===== src/rtl/fp_normalizer.sv =====
// Post-add normalization stage: takes the raw significand sum and realigns it so the hidden bit is set.
// Applies a carry right-shift or an iterative left-shift, adjusts the exponent, and raises the zero/ovf/unf flags.
module fp_normalizer #(
  parameter int Significant_WD = 23,
  parameter int Exponent_WD    = 8,
  parameter int SHIFT_PER_CYC  = 4
) (
  input  logic                        CLK,
  input  logic                        RST,
  input  logic                        in_valid,
  output logic                        in_ready,
  input  logic [Significant_WD+4:0]   Sum_in,
  input  logic [Exponent_WD-1:0]      Exp_in,
  input  logic                        Sign_in,
  output logic                        out_valid,
  input  logic                        out_ready,
  output logic [Significant_WD+3:0]   MOut,
  output logic [Exponent_WD-1:0]      Exp_out,
  output logic                        Sign_out,
  output logic                        zero_flag,
  output logic                        ovf_flag,
  output logic                        unf_flag
);

  localparam int SW  = Significant_WD + 4;
  localparam int HID = SW - 1;
  localparam int EXW = Exponent_WD + 1;
  localparam logic [EXW-1:0] EXP_ONE  = EXW'(1);
  localparam logic [EXW-1:0] EXP_ONES = {1'b0, {Exponent_WD{1'b1}}};

  typedef enum logic [1:0] {
    IDLE = 2'd0,
    NORM = 2'd1,
    DONE = 2'd2
  } state_t;

  state_t           state_r, state_nx;
  logic [SW-1:0]    work_sig_r, work_sig_nx;
  logic [EXW-1:0]   work_exp_r, work_exp_nx;
  logic             work_sign_r, work_sign_nx;

  logic             fin_s;
  logic [SW-1:0]    fin_sig_s;
  logic [EXW-1:0]   fin_exp_s;
  logic             fin_sign_s;
  logic             fin_zero_s;
  logic             fin_ovf_s;
  logic             fin_unf_s;

  logic [EXW-1:0]   e_in_s;
  logic [EXW-1:0]   e_inc_s;
  logic [31:0]      lz_s;
  logic [31:0]      lim_s;
  logic [31:0]      shift_s;
  logic [SW-1:0]    shifted_s;
  logic [EXW-1:0]   shexp_s;

  function automatic logic [31:0] clz(input logic [SW-1:0] v);
    logic [31:0] n;
    logic        found;
    n     = 32'd0;
    found = 1'b0;
    for (int i = SW - 1; i >= 0; i--) begin
      if (!found) begin
        if (v[i]) begin
          found = 1'b1;
        end else begin
          n = n + 32'd1;
        end
      end
    end
    return n;
  endfunction

  // State register
  always_ff @(posedge CLK) begin
    if (RST) begin
      state_r <= IDLE;
    end else begin
      state_r <= state_nx;
    end
  end

  // Next-state, normalization step and result selection
  always_comb begin
    state_nx     = state_r;
    work_sig_nx  = work_sig_r;
    work_exp_nx  = work_exp_r;
    work_sign_nx = work_sign_r;
    fin_s        = 1'b0;
    fin_sig_s    = {SW{1'b0}};
    fin_exp_s    = {EXW{1'b0}};
    fin_sign_s   = work_sign_r;
    fin_zero_s   = 1'b0;
    fin_ovf_s    = 1'b0;
    fin_unf_s    = 1'b0;

    e_in_s  = (Exp_in == {Exponent_WD{1'b0}}) ? EXP_ONE : {1'b0, Exp_in};
    e_inc_s = e_in_s + EXP_ONE;

    // Shift is capped so the exponent never drops below 1 (denormal boundary)
    lz_s  = clz(work_sig_r);
    lim_s = 32'(work_exp_r) - 32'd1;
    if (lz_s < 32'(SHIFT_PER_CYC)) begin
      shift_s = lz_s;
    end else begin
      shift_s = 32'(SHIFT_PER_CYC);
    end
    if (lim_s < shift_s) begin
      shift_s = lim_s;
    end else begin
      shift_s = shift_s;
    end
    shifted_s = work_sig_r << shift_s;
    shexp_s   = work_exp_r - EXW'(shift_s);

    case (state_r)
      IDLE: begin
        if (in_valid) begin
          work_sign_nx = Sign_in;
          fin_sign_s   = Sign_in;
          if (Sum_in == {(SW+1){1'b0}}) begin
            fin_s      = 1'b1;
            fin_zero_s = 1'b1;
            state_nx   = DONE;
          end else if (Sum_in[SW]) begin
            fin_s     = 1'b1;
            fin_sig_s = {Sum_in[SW:2], |Sum_in[1:0]};
            fin_exp_s = e_inc_s;
            fin_ovf_s = (e_inc_s == EXP_ONES);
            state_nx  = DONE;
          end else if (Sum_in[HID]) begin
            fin_s     = 1'b1;
            fin_sig_s = Sum_in[HID:0];
            fin_exp_s = e_in_s;
            state_nx  = DONE;
          end else if (e_in_s == EXP_ONE) begin
            fin_s     = 1'b1;
            fin_sig_s = Sum_in[HID:0];
            fin_unf_s = 1'b1;
            state_nx  = DONE;
          end else begin
            work_sig_nx = Sum_in[HID:0];
            work_exp_nx = e_in_s;
            state_nx    = NORM;
          end
        end else begin
          state_nx = IDLE;
        end
      end
      NORM: begin
        if (shifted_s[HID]) begin
          fin_s     = 1'b1;
          fin_sig_s = shifted_s;
          fin_exp_s = shexp_s;
          state_nx  = DONE;
        end else if (shexp_s == EXP_ONE) begin
          fin_s     = 1'b1;
          fin_sig_s = shifted_s;
          fin_unf_s = 1'b1;
          state_nx  = DONE;
        end else begin
          work_sig_nx = shifted_s;
          work_exp_nx = shexp_s;
          state_nx    = NORM;
        end
      end
      DONE: begin
        if (out_ready) begin
          state_nx = IDLE;
        end else begin
          state_nx = DONE;
        end
      end
      default: begin
        state_nx = IDLE;
      end
    endcase
  end

  // Working significand/exponent/sign while normalizing
  always_ff @(posedge CLK) begin
    if (RST) begin
      work_sig_r  <= {SW{1'b0}};
      work_exp_r  <= {EXW{1'b0}};
      work_sign_r <= 1'b0;
    end else begin
      work_sig_r  <= work_sig_nx;
      work_exp_r  <= work_exp_nx;
      work_sign_r <= work_sign_nx;
    end
  end

  // Registered handshake and result outputs; results hold after handoff, flags clear
  always_ff @(posedge CLK) begin
    if (RST) begin
      in_ready  <= 1'b1;
      out_valid <= 1'b0;
      MOut      <= {SW{1'b0}};
      Exp_out   <= {Exponent_WD{1'b0}};
      Sign_out  <= 1'b0;
      zero_flag <= 1'b0;
      ovf_flag  <= 1'b0;
      unf_flag  <= 1'b0;
    end else begin
      in_ready  <= (state_nx == IDLE);
      out_valid <= (state_nx == DONE);
      if (fin_s) begin
        MOut      <= fin_sig_s;
        Exp_out   <= fin_exp_s[Exponent_WD-1:0];
        Sign_out  <= fin_sign_s;
        zero_flag <= fin_zero_s;
        ovf_flag  <= fin_ovf_s;
        unf_flag  <= fin_unf_s;
      end else if ((state_r == DONE) && out_ready) begin
        zero_flag <= 1'b0;
        ovf_flag  <= 1'b0;
        unf_flag  <= 1'b0;
      end else begin
        zero_flag <= zero_flag;
        ovf_flag  <= ovf_flag;
        unf_flag  <= unf_flag;
      end
    end
  end

endmodule


===== config.mk =====
export PLATFORM = sky130hd
export DESIGN_NAME = fp_normalizer
export DESIGN_NICKNAME = d
export VERILOG_FILES = /design/src/rtl/fp_normalizer.sv
export SDC_FILE = /design/constraint.sdc
export NUM_CORES = 1
export LEC_CHECK = 0
export ABC_AREA = 0
export CORE_MARGIN = 2
export CORE_UTILIZATION = 55
export DETAILED_ROUTE_END_ITERATION = 12
export GPL_TIMING_DRIVEN = 0
export PLACE_DENSITY = 0.76
export RECOVER_POWER = 50
export REMOVE_ABC_BUFFERS = 1
export SLEW_MARGIN = 40
export SYNTH_ARGS = -nofsm -noshare
export SYNTH_HDL_FRONTEND = slang
export SYNTH_SLANG_ARGS = --single-unit

===== constraint.sdc =====
create_clock -name CLK -period 31.8 [get_ports CLK]
set_input_delay 6.36 -clock CLK [delete_from_list [all_inputs] [get_ports CLK]]
set_output_delay 6.36 -clock CLK [all_outputs]
set_load 0.02 [all_outputs]

# [After elaboration in Yosys (flattened, before gate mapping)]
# Cells that the tools add are included.
[totals] register_bits=80 latchBits=0 ram_bits=0 rom_bits=0 input_bits=41 output_inout_bits=41 wordCells=239 memories=0
[classes] addsub=29 mul=0 n_div=0 magnitude_cmp=2 eq_ne=13 n_shift=1 muxes=173 bitwise=0 reduce_logical=9
[op_table] op="two-way mux 32 bit" count=54
[op_table] op="adder 32 x 1 -> 32 bit, second input constant" count=26
[op_table] op="two-way mux 27 bit" count=12
[op_table] op="one-hot mux 27 bit (2 select lines)" count=2
[op_table] op="two-way mux 1 bit" count=77
[op_table] op="two-way mux 9 bit" count=7
[op_table] op="two-way mux 26 bit" count=2
[op_table] op="two-way mux 8 bit" count=6
[op_table] op="less-than comparator 32 x 3 -> 1 bit, second input constant" count=1
[op_table] op="less-than comparator 32 bit" count=1
[op_table] op="<< shifter 27 x 32 -> 27 bit" count=1
[op_table] op="logical NOT 28 bit" count=1
[op_table] op="one-hot mux 9 bit (2 select lines)" count=1
[op_table] op="two-way mux 2 bit" count=8
[op_table] op="one-hot mux 8 bit (2 select lines)" count=1
[op_table] op="!= test 2 bit, second input constant" count=7
[op_table] op="subtractor 9 x 1 -> 10 bit, second input constant" count=1
[op_table] op="adder 8 x 1 -> 9 bit, second input constant" count=1
[op_table] op="equality test 9 x 1 -> 1 bit, second input constant" count=1
[op_table] op="equality test 9 x 8 -> 1 bit, second input constant" count=1
[op_table] op="subtractor 9 bit" count=1
[op_table] op="equality test 8 x 1 -> 1 bit, second input constant" count=1
[op_table] op="logical NOT 8 bit" count=1
[op_table] op="AND reduction 8 bit" count=1
[op_table] op="other kinds (8)" count=12

# [Logic depth before layout (Yosys ltp)]
[logic_depth] word_depth=89 ltp_mapped=121 ltp_nobuf=117

# [Worst setup path after synthesis]
# Ideal clock, no wire load.
[synth_path] kind="register to register" startpoint="register work_sig_r[24]" endpoint="register MOut[17]" setup_time_ns=0.078 arrival_time_ns=20.588 required_ns=31.722 path_slack_ns=11.134 path_stages_with_launch=122 path_buffers=6 synth_period_minus_slack_ns=20.666 path_cell_list="dfxtp_1 clkbuf_1 inv_1 a21o_1 ha_1 nand2b_1 a21oi_1 ha_1 nand2_1 a21o_1 a21oi_1 ha_1 mux2i_1 o21ai_0 nand2_1 a21oi_1 ha_1 mux2_2 [... 86 more ...] buf_2 buf_2 fa_1 a21o_1 a21oi_1 o21bai_1 a21oi_1 o21bai_1 a21oi_1 xor2_1 xnor2_1 or4_1 buf_2 o21a_1 o21ai_1 buf_2 nor2_1 nor3_1"
[synth_via] elab_chain_len=83 elab_cells_between_ends=112 classes_between="add/sub: 25; order compare: 2; eq/ne: 1; shift: 1; mux: 83"
[synth_lines] item="from (decl)" line_no="38" rtl="logic [SW-1:0] work_sig_r, work_sig_nx;"
[synth_lines] item="from (signal assigned)" line_no="184" rtl="work_sig_r <= {SW{1'b0}};"
[synth_lines] item="from (signal assigned)" line_no="188" rtl="work_sig_r <= work_sig_nx;"
[synth_lines] item="two-way mux 32 bit" line_no="65" rtl="if (v[i]) begin"
[synth_lines] item="two-way mux 32 bit" line_no="64" rtl="if (!found) begin"
[synth_lines] item="adder 32 x 1 -> 32 bit" line_no="68" rtl="n = n + 32'd1;"
[synth_lines] item="two-way mux 32 bit" line_no="65"
[synth_lines] item="two-way mux 32 bit" line_no="64"
[synth_lines] item="adder 32 x 1 -> 32 bit" line_no="68"
[synth_lines] item="two-way mux 32 bit" line_no="65"
[synth_lines] item="two-way mux 32 bit" line_no="64"
[synth_lines] item="[... 67 more ...]"
[synth_lines] item="two-way mux 32 bit" line_no="104" rtl="if (lz_s < 32'(SHIFT_PER_CYC)) begin"
[synth_lines] item="less-than comparator 32 bit" line_no="109" rtl="if (lim_s < shift_s) begin"
[synth_lines] item="two-way mux 32 bit" line_no="109"
[synth_lines] item="subtractor 9 bit" line_no="115" rtl="shexp_s = work_exp_r - EXW'(shift_s);"
[synth_lines] item="equality test 9 x 1 -> 1 bit" line_no="157" rtl="end else if (shexp_s == EXP_ONE) begin"
[synth_lines] item="two-way mux 26 bit or two-way mux 1 bit (tied branches)" line_no="157"
[synth_lines] item="two-way mux 27 bit or two-way mux 1 bit (tied branches)" line_no="152" rtl="if (shifted_s[HID]) begin"
[synth_lines] item="one-hot mux 27 bit (2 select lines) or one-hot mux 1 bit (2 select lines) (tied branches)" line_no="117" rtl="case (state_r)"
[synth_lines] item="to (signal assigned)" line_no="199" rtl="MOut <= {SW{1'b0}};"
[synth_lines] item="to (signal assigned)" line_no="209" rtl="MOut <= fin_sig_s;"
[synth_lines] item="to (decl)" line_no="17" rtl="output logic [Significant_WD+3:0] MOut,"
# Parallel ways exist; a longest one is shown, timed or not.
# A chain may end at the register's enable or synchronous reset.

# [Worst setup path in the final report]
[layout_path] startpoint="register work_sig_r[23]" endpoint="register work_exp_r[3]"
[layout_via] elab_chain_len=79 elab_cells_between_ends=108 classes_between="add/sub: 24; order compare: 2; eq/ne: 3; shift: 1; mux: 77; reduce/logical: 1"
[layout_lines] item="two-way mux 32 bit" line_no="65"
[layout_lines] item="two-way mux 32 bit" line_no="64"
[layout_lines] item="adder 32 x 1 -> 32 bit" line_no="68"
[layout_lines] item="two-way mux 32 bit" line_no="65"
[layout_lines] item="two-way mux 32 bit" line_no="64"
[layout_lines] item="adder 32 x 1 -> 32 bit" line_no="68"
[layout_lines] item="two-way mux 32 bit" line_no="65"
[layout_lines] item="two-way mux 32 bit" line_no="64"
[layout_lines] item="[... 63 more ...]"
[layout_lines] item="less-than comparator 32 x 3 -> 1 bit" line_no="104"
[layout_lines] item="two-way mux 32 bit" line_no="104"
[layout_lines] item="less-than comparator 32 bit" line_no="109"
[layout_lines] item="two-way mux 32 bit" line_no="109"
[layout_lines] item="subtractor 9 bit" line_no="115"
[layout_lines] item="equality test 9 x 1 -> 1 bit or two-way mux 9 bit (tied branches)" line_no="157"
[layout_lines] item="!= test 2 bit (no source line) or two-way mux 9 bit (tied branches)"
[layout_lines] item="AND reduction 8 bit (no source line) or one-hot mux 9 bit (2 select lines) (tied branches)"
[layout_lines] item="to (signal assigned)" line_no="185" rtl="work_exp_r <= {EXW{1'b0}};"
[layout_lines] item="to (signal assigned)" line_no="189" rtl="work_exp_r <= work_exp_nx;"
[layout_lines] item="to (decl)" line_no="39" rtl="logic [EXW-1:0] work_exp_r, work_exp_nx;"
# Parallel ways exist; a longest one is shown, timed or not. The select of a mux whose other input is x is not followed.

==> flow_summary.toml <==
[floorplanning]
io-pin-count = 82
start_util_pct = 56.43
die-height_um = 140.0
design.core.area_um2 = 18020
placementRows = 49
chipWidth_um = 140.0
floorplan.die_area_um2 = 19600

[sta]
finalMaxSlewViolations = 0
worst_slew_margin_rel_pct = 6.279
fin_worst_hold_slack_ps = 457.1
fin_tns_setup_ps = 0
final.min_clock_period_ps = 25520
fmax_mhz = 39.19
finalWorstSetupSlack_ps = 6285
final.setup_skew_ps = 8.692
layout_worst_path_cycle_share_pct = 80.24
finalSetupViolCount = 0
final-hold-violation-count = 0
max_slew.worst_pin.slew_ps = 1391
rsz_0062_raised_after_global_routing = "false"

[cts]
ctsLongestPathBuffers = 2
clock_sinks = 79
post_cts.repair.setup_buffers = 0
cts_tree = "yes"
cts-resized-gates = 0
cts_root_buffer = "sky130_fd_sc_hd__clkbuf_16"
cts_htree_levels = 3
cts.reportedPaths.clkPinSlew_ps = 60
ctsHoldBuffers = 0
insertion_delay_ps = 360
cts_made_buffers = 9

[synthesis]
synth_warnings = 0
synth_enable_flop_cells = 0
yosysTopAreaCellShare_pct = 15.55
library_cell_with_the_highest_instance_count_after_synthesis = "sky130_fd_sc_hd__nand2_1"
yosys.cell_types.count = 109
post_synth.cell_area_avg_um2 = 7.458
synth_sequential_area_ratio_pct = 15.55
synth.cells.most_frequent = "sky130_fd_sc_hd__nand2_1 (155), sky130_fd_sc_hd__nor2_1 (125), sky130_fd_sc_hd__a21oi_1 (90), sky130_fd_sc_hd__dfxtp_1 (79), sky130_fd_sc_hd__o21ai_0 (64)"
yosys_most_used_dff = "sky130_fd_sc_hd__dfxtp_1"
synth_top_cells_by_area = "sky130_fd_sc_hd__dfxtp_1 (16%), sky130_fd_sc_hd__ha_1 (6.9%), sky130_fd_sc_hd__mux2i_1 (5.8%)"
syn-instance-count = 1364
top_cell_type_by_total_area_after_synthesis = "sky130_fd_sc_hd__dfxtp_1"
asyncSetResetFlopFracSynth_pct = 0
synth_seq_cells = 79
netlist_area_um2 = 10170

[drt]
routed_wire_length_per_instance_um = 17.97
detail_route.iter0.violations = 796
drt-total-wl_um = 29380
remaining_drc_errors = 0
drt_pre_antenna_iters = 5
ant_nets = 0
detail_route.vias_per_cell = 6.428
vias = 10510

[setup_path]
cell_occurring_most_often_along_the_worst_timing_path = "sky130_fd_sc_hd__ha_1"
critical_path.slowest_cell = "sky130_fd_sc_hd__o21ai_0"
worst_ep_required_time_ps = 32040
worst_ep_arrival_time_ps = 25760
timing.setup.critical_path_class = "flip-flop to flip-flop"
crit_path_max_fanout = 19
end_kind = "flip-flop"
worst_path_largest_cell_delay_ps = 1100
critical_path.startpoint_type = "flip-flop"

[hold_path]
timing.hold.worst.class = "flip-flop to flip-flop"

[finish]
finish.instance_area_um2 = 11380
num_antenna_cells = 0
filler_cell_count = 1643
area_growth_from_synthesis_to_layout_pct = 11.86
layout-drive-gt1-share_pct = 7.326
design.final.nets = 1499

[flow_run]
maxCapViolCount = 0

[grt]
initial_antenna_violation_count = 0
vias_in_the_first_global_route = 9860
gr-total-overflow = 0
grt_use_total_pct = 29.47
first_pass_grt_wire_length_um = 48440
grt_start_max_net_pins = 48

[place]
place.detailed.hpwl_um = 22480
placedInstanceArea_um2 = 11110
count_of_input_and_output_buffers = 81
detailedPlace.worstSlack_ps = 8208
place.gp.congestion = 0.9455

[status]
run_status = "finished clean"
==> worst max-delay path, delay by kind of cell, from the launching register on <==
family          cells  cell delay (ps)
compound gates     41             7780
buf+inv             5             1660
fa+ha+maj          25             7860
simple gates       29             5090
mux                12             2230
flops               1              430
xor+xnor            2              310
==> flip-flops by register name (all words and copies together), names as in the netlist <==
register / count
Exp_out: 8
MOut: 27
Sign_out: 1
in_ready: 1
out_valid: 1
ovf_flag: 1
state_r: 2
unf_flag: 1
work_exp_r: 9
work_sig_r: 26
work_sign_r: 1
zero_flag: 1
==> layer usage <==
layer	share of wire, %	vias to the layer above	GRT usage [%]
met2	47	351	50.04
met4	2.9	0	11.47
met5	0	-	0
li1	-	5118	-
met3	6.1	69	3.795
met1	44	4971	38.10
==> cells by family after synthesis <==
group | Yosys count | synth area share [%]
adder cells (fa/ha/maj) | 59 | 7.282
multiplexers | 79 | 8.635
AO/OA/AOI/OAI | 411 | 28.52
flip-flops | 79 | 15.55
buffers and inverters | 125 | 5.375
XOR/XNOR | 81 | 8.721
AND/OR/NAND/NOR | 529 | 25.88
other | 1 | 0.03686
==> cell usage in the layout (no fill, tap or decap), drive strengths merged, types with 10 or more instances in the layout <==
cell           Yosys  final
o21ai             74     74
ha                56     56
a221o             11     11
nor4              16     16
a21o              33     33
nor3              54     54
nand2            155    155
and2              22     22
clkdlybuf4s50      0     38
nand3             33     33
a22o              35     35
mux2              14     14
or3               14     14
mux2i             60     60
buf               34     10
a211oi            12     12
a31oi             12     12
nor2             128    128
a21oi             93     93
and3              14     14
o21bai            14     14
a221oi            10     10
o21a              12     12
a22oi             21     21
conb               1     21
inv               40     42
xnor2             46     46
nand4             11     11
o211ai            10     10
dfxtp             79     79
clkbuf            51     12
nand2b            16     16
xor2              27     27
dlygate4sd3        0     41
nor2b             19     19
==> stage by stage <==
stage / std cells / utilization [%]
after floorplan: 1299 / -
after global placement: 1609 / 60.74
after detailed placement: 1618 / 61.65
after CTS: 1634 / 63.31
after global routing: 1635 / 63.13
final: 1635 / 63.13
==> worst paths after layout <==
check,startpoint,endpoint,slack (ps),cells past startpoint
setup / recovery,work_sig_r[23]$_SDFFE_PP0P_,work_exp_r[3]$_SDFFE_PP0P_,6280,114
hold reg to reg,MOut[22]$_SDFFE_PP0P_,MOut[22]$_SDFFE_PP0P_,460,2
setup reg to reg,work_sig_r[23]$_SDFFE_PP0P_,work_exp_r[3]$_SDFFE_PP0P_,6280,114
hold / removal,MOut[22]$_SDFFE_PP0P_,MOut[22]$_SDFFE_PP0P_,460,2
==> final cells by class <==
type | instances | area, um^2 | area share [%]
clock buffer | 10 | 229.0 | 2.012
clock inverter | 6 | 68.82 | 0.6048
inverter | 40 | 150.1 | 1.320
multi-input combinational | 1180 | 8165 | 71.76
sequential | 79 | 1582 | 13.90
tap | 229 | 286.5 | 2.518
timing repair buffer | 91 | 897.1 | 7.884
Power is left out: the tool's default activity adds up to more than one toggle a clock period on the data nets, which glitch-free logic cannot reach.
